[config.mk]
export PLATFORM = sky130hd
export DESIGN_NAME = pipe_stage_skid
export DESIGN_NICKNAME = d
export VERILOG_FILES = /design/src/rtl/pipe_stage_skid.sv
export SDC_FILE = /design/constraint.sdc
export NUM_CORES = 1
export LEC_CHECK = 0
export CORE_UTILIZATION = 40
export CTS_CLUSTER_SIZE = 30
export DETAILED_ROUTE_END_ITERATION = 12
export GPL_TIMING_DRIVEN = 0
export PLACE_DENSITY = 0.68
export SYNTH_ARGS = -nofsm -noshare
export SYNTH_HDL_FRONTEND = slang
export SYNTH_SLANG_ARGS = --single-unit
[constraint.sdc]
create_clock -name clk -period 2.9 [get_ports clk]
set_input_delay 0.29 -clock clk [delete_from_list [all_inputs] [get_ports clk]]
set_output_delay 0.29 -clock clk [all_outputs]
set_load 0.005 [all_outputs]
[src/rtl/pipe_stage_skid.sv]
// Inter-stage pipeline register with valid/ready handshake, one-entry skid buffer
// and synchronous flush. An empty stage presents an all-zero payload downstream.
module pipe_stage_skid #(
  parameter int DATA_W           = 133,
  parameter int PC_W             = 32,
  parameter bit KEEP_PC_ON_FLUSH = 1'b1
) (
  input  logic              clk,
  input  logic              reset,
  input  logic              in_valid,
  output logic              in_ready,
  input  logic [PC_W-1:0]   in_pc,
  input  logic [DATA_W-1:0] in_data,
  input  logic              flush,
  output logic              out_valid,
  input  logic              out_ready,
  output logic [PC_W-1:0]   out_pc,
  output logic [DATA_W-1:0] out_data,
  output logic [1:0]        occupancy
);

  logic              main_v_q, main_v_d;
  logic [PC_W-1:0]   main_pc_q, main_pc_d;
  logic [DATA_W-1:0] main_data_q, main_data_d;
  logic              skid_v_q, skid_v_d;
  logic [PC_W-1:0]   skid_pc_q, skid_pc_d;
  logic [DATA_W-1:0] skid_data_q, skid_data_d;

  logic push, pop;

  // in_ready depends only on registered state, so out_ready never reaches upstream combinationally
  assign in_ready  = !reset && !skid_v_q;
  assign push      = in_valid && in_ready && !flush;
  assign pop       = main_v_q && out_ready;

  assign out_valid = main_v_q;
  assign out_pc    = main_pc_q;
  assign out_data  = main_data_q;
  assign occupancy = {1'b0, main_v_q} + {1'b0, skid_v_q};

  always_comb begin
    main_v_d    = main_v_q;
    main_pc_d   = main_pc_q;
    main_data_d = main_data_q;
    skid_v_d    = skid_v_q;
    skid_pc_d   = skid_pc_q;
    skid_data_d = skid_data_q;
    if (flush) begin
      main_v_d    = 1'b0;
      skid_v_d    = 1'b0;
      main_data_d = '0;
      main_pc_d   = KEEP_PC_ON_FLUSH ? in_pc : '0;
    end else if (skid_v_q) begin
      if (pop) begin
        main_pc_d   = skid_pc_q;
        main_data_d = skid_data_q;
        skid_v_d    = 1'b0;
      end
    end else if (push) begin
      if (!main_v_q || pop) begin
        main_v_d    = 1'b1;
        main_pc_d   = in_pc;
        main_data_d = in_data;
      end else begin
        skid_v_d    = 1'b1;
        skid_pc_d   = in_pc;
        skid_data_d = in_data;
      end
    end else if (pop) begin
      // PC is kept so a later flush/exception still sees the last retired beat's PC
      main_v_d    = 1'b0;
      main_data_d = '0;
    end
  end

  always_ff @(posedge clk) begin
    if (reset) begin
      main_v_q    <= 1'b0;
      main_pc_q   <= '0;
      main_data_q <= '0;
      skid_v_q    <= 1'b0;
      skid_pc_q   <= '0;
      skid_data_q <= '0;
    end else begin
      main_v_q    <= main_v_d;
      main_pc_q   <= main_pc_d;
      main_data_q <= main_data_d;
      skid_v_q    <= skid_v_d;
      skid_pc_q   <= skid_pc_d;
      skid_data_q <= skid_data_d;
    end
  end

endmodule

==> results of run 1 <==
[logic make-up (layout without fill, tap and decap cells)]
logic type,Yosys count,after routing,synth area share
and+or+nand+nor,640,640,0.204
AOI/OAI and AO/OA,368,368,0.193
DFF,332,332,0.523
buffers and inverters,150,547,0.0512
muxes,32,32,0.0284
adders and majority gates,1,1,0.000985
other,0,8,0
[per-stage QoR]
stage	cells	worst slack, ns	setup TNS, ns	total power, µW
5_1_grt	2323	0.0571	0	10600
2_1_floorplan	1523	1.23	0	5260
6_report	2324	0.273	0	10300
3_5_place_dp	2256	-0.242	-15.84	5870
3_3_place_gp	2256	-0.193	-11.47	5870
4_1_cts	2317	0.0824	0	10400
[sequential cells by signal, summed over array words and instances, names as in the netlist]
name         flops
skid_data_q    133
out_pc          32
out_valid        1
skid_pc_q       32
skid_v_q         1
out_data       133
[area by class of cell]
class | count | share of cell area
antenna | 8 | 0.00113
inverter | 2 | 0.000423
tap | 396 | 0.0279
timing repair buffer | 337 | 0.190
clock buffer | 50 | 0.0600
clock inverter | 12 | 0.00508
sequential | 332 | 0.375
multi-input combinational | 1041 | 0.305
buffer | 146 | 0.0360
[metal layers]
metal	global-route usage	routed length, µm	vias up
li1	-	-	6098
met1	0.312	17400	5915
met2	0.402	19100	416
met3	0.0455	2820	82
met4	0.0995	1350	0
met5	0	0	-
[path summary, 6_finish.rpt]
path                         from               to  slack (ns)  cells after the start
hold / removal              flush       out_pc[25]        0.20                      3
hold reg to reg   skid_data_q[41]  skid_data_q[41]        0.45                      2
setup reg to reg        out_valid     out_data[53]        0.27                      6
setup / recovery        out_valid     out_data[53]        0.27                      6
[power by group]
| group | switching (µW) | internal (µW) |
|---|---|---|
| clock network | 1850 | 2650 |
| logic | 510 | 546 |
| registers | 58.6 | 4670 |
[worst max-delay path, stage by stage, from the launching register on]
cell and delay (ns):
dfxtp_1 0.56, nor2_1 0.13, a31oi_2 0.63, clkbuf_1 0.56, buf_2 0.34, a221oi_1 0.09
nor3_1 0.21
[layout by cell type, fill, tap and decap left out]
| cell type | count |
|---|---|
| clkdlybuf4s50_1 | 337 |
| nand2_1 | 332 |
| dfxtp_1 | 332 |
| a21oi_1 | 198 |
| nor2_1 | 167 |
| a221oi_1 | 133 |
| nor3_1 | 133 |
| clkbuf_1 | 93 |
| buf_2 | 49 |
| clkbuf_16 | 37 |
| a211oi_1 | 32 |
| mux2_2 | 24 |
| clkbuf_8 | 9 |
| clkinv_2 | 9 |
| diode_2 | 8 |
| mux2_1 | 8 |
| buf_4 | 5 |
| nand2b_1 | 2 |
| o21ai_0 | 2 |
| clkinvlp_4 | 2 |
| clkbuf_4 | 1 |
| or2_1 | 1 |
| buf_1 | 1 |
| nor4b_1 | 1 |
| clkinv_1 | 1 |
| nor2b_1 | 1 |
| and2_1 | 1 |
| a31oi_2 | 1 |
| o31ai_4 | 1 |
| buf_6 | 1 |
| o22ai_1 | 1 |
| inv_1 | 1 |
| and3_1 | 1 |
| nand3_1 | 1 |
| ha_1 | 1 |
| bufinv_16 | 1 |
==> run metrics, run 1 <==
outcome=finished clean; PwrDens=579 mW/mm²; gpl congestion=0.812; Reg clk slew, reported paths=0.06 ns; Initial DRT Pass Iterations=5; Num CTS Buffers=36; ratio of final minimum period to clock period=0.906; CP Class=reg2reg; Hold-fix buffers, CTS=0; Post-DRT Antenna Nets=0; flops & latches, synth=332; ys async rst share=0; highest clock rate=381 MHz; Die ar.=0.0325 mm²; I/O Buffers=337; biggest area consumer among synthesized cells=dfxtp_1; fin. max-slew vios=0; NumNets Final=2,067; post-CTS sizing=2; startpoint types=flop; layout cell share with drive strength beyond 1=0.0729; area taken by multi-input logic gates=0.00541 mm²; Mapped Cells=1,523; CP Max Fanout=10; Die H=180 µm; Syn Std Cell Area=0.0127 mm²; Starting Density=0.411; Area after DPL=0.0166 mm²; clk_lat worst skew=0.51 ns; worst-case clock buffer depth=3; Final Core Density=0.574; Setup crit end kind=flop; floorplan core area=0.0309 mm²; GR Overflow Total=0; register area=0.00665 mm²; Total Wirelength=40,700 µm; worst path required time=3.32 ns; Chip Width=180 µm; H-tree Lvls=2; post-synthesis sequential area ratio=0.523; max_cap viols=0; post-synthesis cell type count=28; RSZ-0062 raised after global routing=no; io pins=339; Fillers=2,798; Slew HR=0.436; Global Route Usage Sum=0.243; synth cell count leaders=332 x dfxtp_1, 332 x nand2_1, 198 x a21oi_1; class of the worst hold path=in2reg; Least-Margin Pin Slew=0.845 ns; setup bufs post-CTS=0; final hold vios=0; drt drc=0; top cells by area, synth=dfxtp_1 52%, nand2_1 9.8%, a221oi_1 9.2%; syn_nets=1,694; CTS tree=yes; Final Critical Period=2.63 ns; CTS root buffer=clkbuf_16; total number of vias=12,500; vias per inst=5.38; Post-Syn Area per Cell=8.34 µm²; Leak=0.00616 µW; share of the synthesized area in the top cell type=0.523; worst hold slack=0.198 ns; Iter 0 DRT Violations=1,053; maximum VDD drop=426 µV; final instance area=0.0177 mm²; Synth warnings=0; EDFF count, synth=0; vias in the first global route=11,900; largest net degree at the start of global routing=20; synthesis-to-layout area growth=39.7%; clk sinks=332; initial antenna violation count=8; # setup viols final=0; WL per Instance=17.5 µm; Main synth FF type=dfxtp_1; wire length of the first global-routing pass=64,100 µm; Detailed Place HPWL=28,900 µm; arrival time worst endpoint=3.05 ns; Clock Skews=0.00659 ns; row cnt=64
No activity file was read; power rests on OpenSTA's default activity.
==> run 2: changes to the inputs <==
ABC_AREA = 1   (was unset)
PLACE_DENSITY = 0.67   (was 0.68)
==> run metrics, run 2 <==
outcome=finished clean; EDFF count, synth=0; Finished Layout Cells=2,947; maximum VDD drop=634 µV; CP Max Fanout=19; max_cap viols=0; top cells by area, synth=dfxtp_1 47%, nand2_1 20%, nand3_1 9.0%; commonest non-fill, non-tap cell in the layout=nand2_1; largest net degree at the start of global routing=20; largest stage delay on the critical path=0.55 ns; Die H=191 µm; total number of vias=14,800; class of the worst hold path=in2reg; startpoint types=flop; Final Critical Period=2.60 ns; final instance area=0.0195 mm²; Leak=0.00792 µW; # setup viols final=0; Mapped Cells=2,083; Die ar.=0.0363 mm²; GR Overflow Total=0; vias per inst=5.03; Starting Density=0.409; worst path cell trace=buf_2, buf_2, nor2_1, clkdlybuf4s50_1; RSZ-0062 raised after global routing=no; Slew HR=0.325; synthesis-to-layout area growth=36.8%; Clock Skews=0.0186 ns; ys async rst share=0; most frequent cell after synthesis=nand2_1; wire length of the first global-routing pass=74,200 µm; post-synthesis cell type count=20; arrival time worst endpoint=2.31 ns; Fillers=3,391; highest clock rate=385 MHz; Synth warnings=0; Global Route Usage Sum=0.257; synth cell count leaders=757 x nand2_1, 332 x dfxtp_1, 256 x nand3_1; Setup crit end kind=output pin; drt drc=0; CTS tree=yes; Post-Syn Area per Cell=6.83 µm²; gpl congestion=0.877; layout cell share with drive strength beyond 1=0.0639; Main synth FF type=dfxtp_1; Initial DRT Pass Iterations=6; vias in the first global route=14,100; worst-case clock buffer depth=3; CTS root buffer=clkbuf_16; share of the synthesized area in the top cell type=0.467; Least-Margin Pin Slew=1.01 ns; WL per Instance=16.1 µm; initial antenna violation count=5; Chip Width=191 µm; NumNets Final=2,630; fin. max-slew vios=0; biggest area consumer among synthesized cells=dfxtp_1; area taken by multi-input logic gates=0.00653 mm²; syn_nets=2,254; post-CTS sizing=0; Post-Place Cells=2,875; Detailed Place HPWL=35,000 µm; H-tree Lvls=2; Iter 0 DRT Violations=952; Num CTS Buffers=38; Post-Route Setup TNS=0 ns; Area after DPL=0.0182 mm²; Hold-fix buffers, CTS=0; io pins=339; register area=0.00665 mm²; CP max stage cell=buf_2; most frequent CP cell=buf_2; row cnt=68; Post-DRT Antenna Nets=0; CP Class=reg2out; worst path required time=2.61 ns; Reg clk slew, reported paths=0.06 ns; setup bufs post-CTS=0; clk sinks=332; flops & latches, synth=332; most frequent cells in the layout=757 x nand2_1, 337 x clkdlybuf4s50_1, 332 x dfxtp_1; ratio of final minimum period to clock period=0.896; Total Wirelength=47,400 µm; final hold vios=0; Syn Std Cell Area=0.0142 mm²; I/O Buffers=337; PwrDens=548 mW/mm²; R2R setup slack=0.74 ns; overall power=10,700 µW; floorplan core area=0.0348 mm²; clk_lat worst skew=0.52 ns; post-synthesis sequential area ratio=0.467
run 2: power breakdown:
group	leakage [µW]	internal, µW	switching [µW]
clock	0.000640	3020	1910
sequential	0.00269	4650	44.4
combinational	0.00460	490	551
run 2: path summary, 6_finish.rpt:
| check | start | end | depth (start not counted) |
|---|---|---|---|
| worst max-delay path | skid_v_q | in_ready | 4 |
| worst min-delay path | reset | out_valid | 4 |
| worst max register to register | skid_v_q | out_data[114] | 7 |
| worst min register to register | skid_data_q[111] | skid_data_q[111] | 2 |
run 2: layer usage:
layer  track usage  up-vias  routed length (µm)
met4        0.0972        2                1610
met3        0.0607       96                3600
met5             0        -                   9
li1              -     7433                   -
met2         0.424      476               21700
met1         0.324     6808               20500
run 2: per-stage QoR:
stage	setup slack, ns	hold slack [ns]	utilization
floorplan	1.49	0.433	-
global placement	0.341	0.452	0.522
detailed placement	0.323	0.455	0.522
CTS	0.297	0.277	0.559
global route	0.185	0.304	0.560
finish	0.300	0.286	0.560
run 2: logic make-up after synthesis:
| family | Yosys count | synth area share |
|---|---|---|
| simple gates | 1238 | 0.352 |
| flops | 332 | 0.467 |
| compound gates | 300 | 0.106 |
| buf+inv | 212 | 0.0744 |
| fa+ha+maj | 1 | 0.000879 |
run 2: area by class of cell:
class	instances	area share
timing repair buffer	337	0.173
multi-input combinational	1539	0.335
sequential	332	0.341
inverter	42	0.00810
antenna	4	0.000514
clock buffer	57	0.0594
buffer	169	0.0461
tap	455	0.0292
clock inverter	12	0.00707
run 2: worst max-delay path, delay by kind of cell (launching register included):
family        cells  cell delay, ns
flops             1            0.35
simple gates      1            0.11
buf+inv           3            1.32
==> run 3: changes to the inputs <==
GPL_ROUTABILITY_DRIVEN = 0   (was unset)
==> results of run 3 <==
Final layout, timing and power as in run 2 (identical DEF).
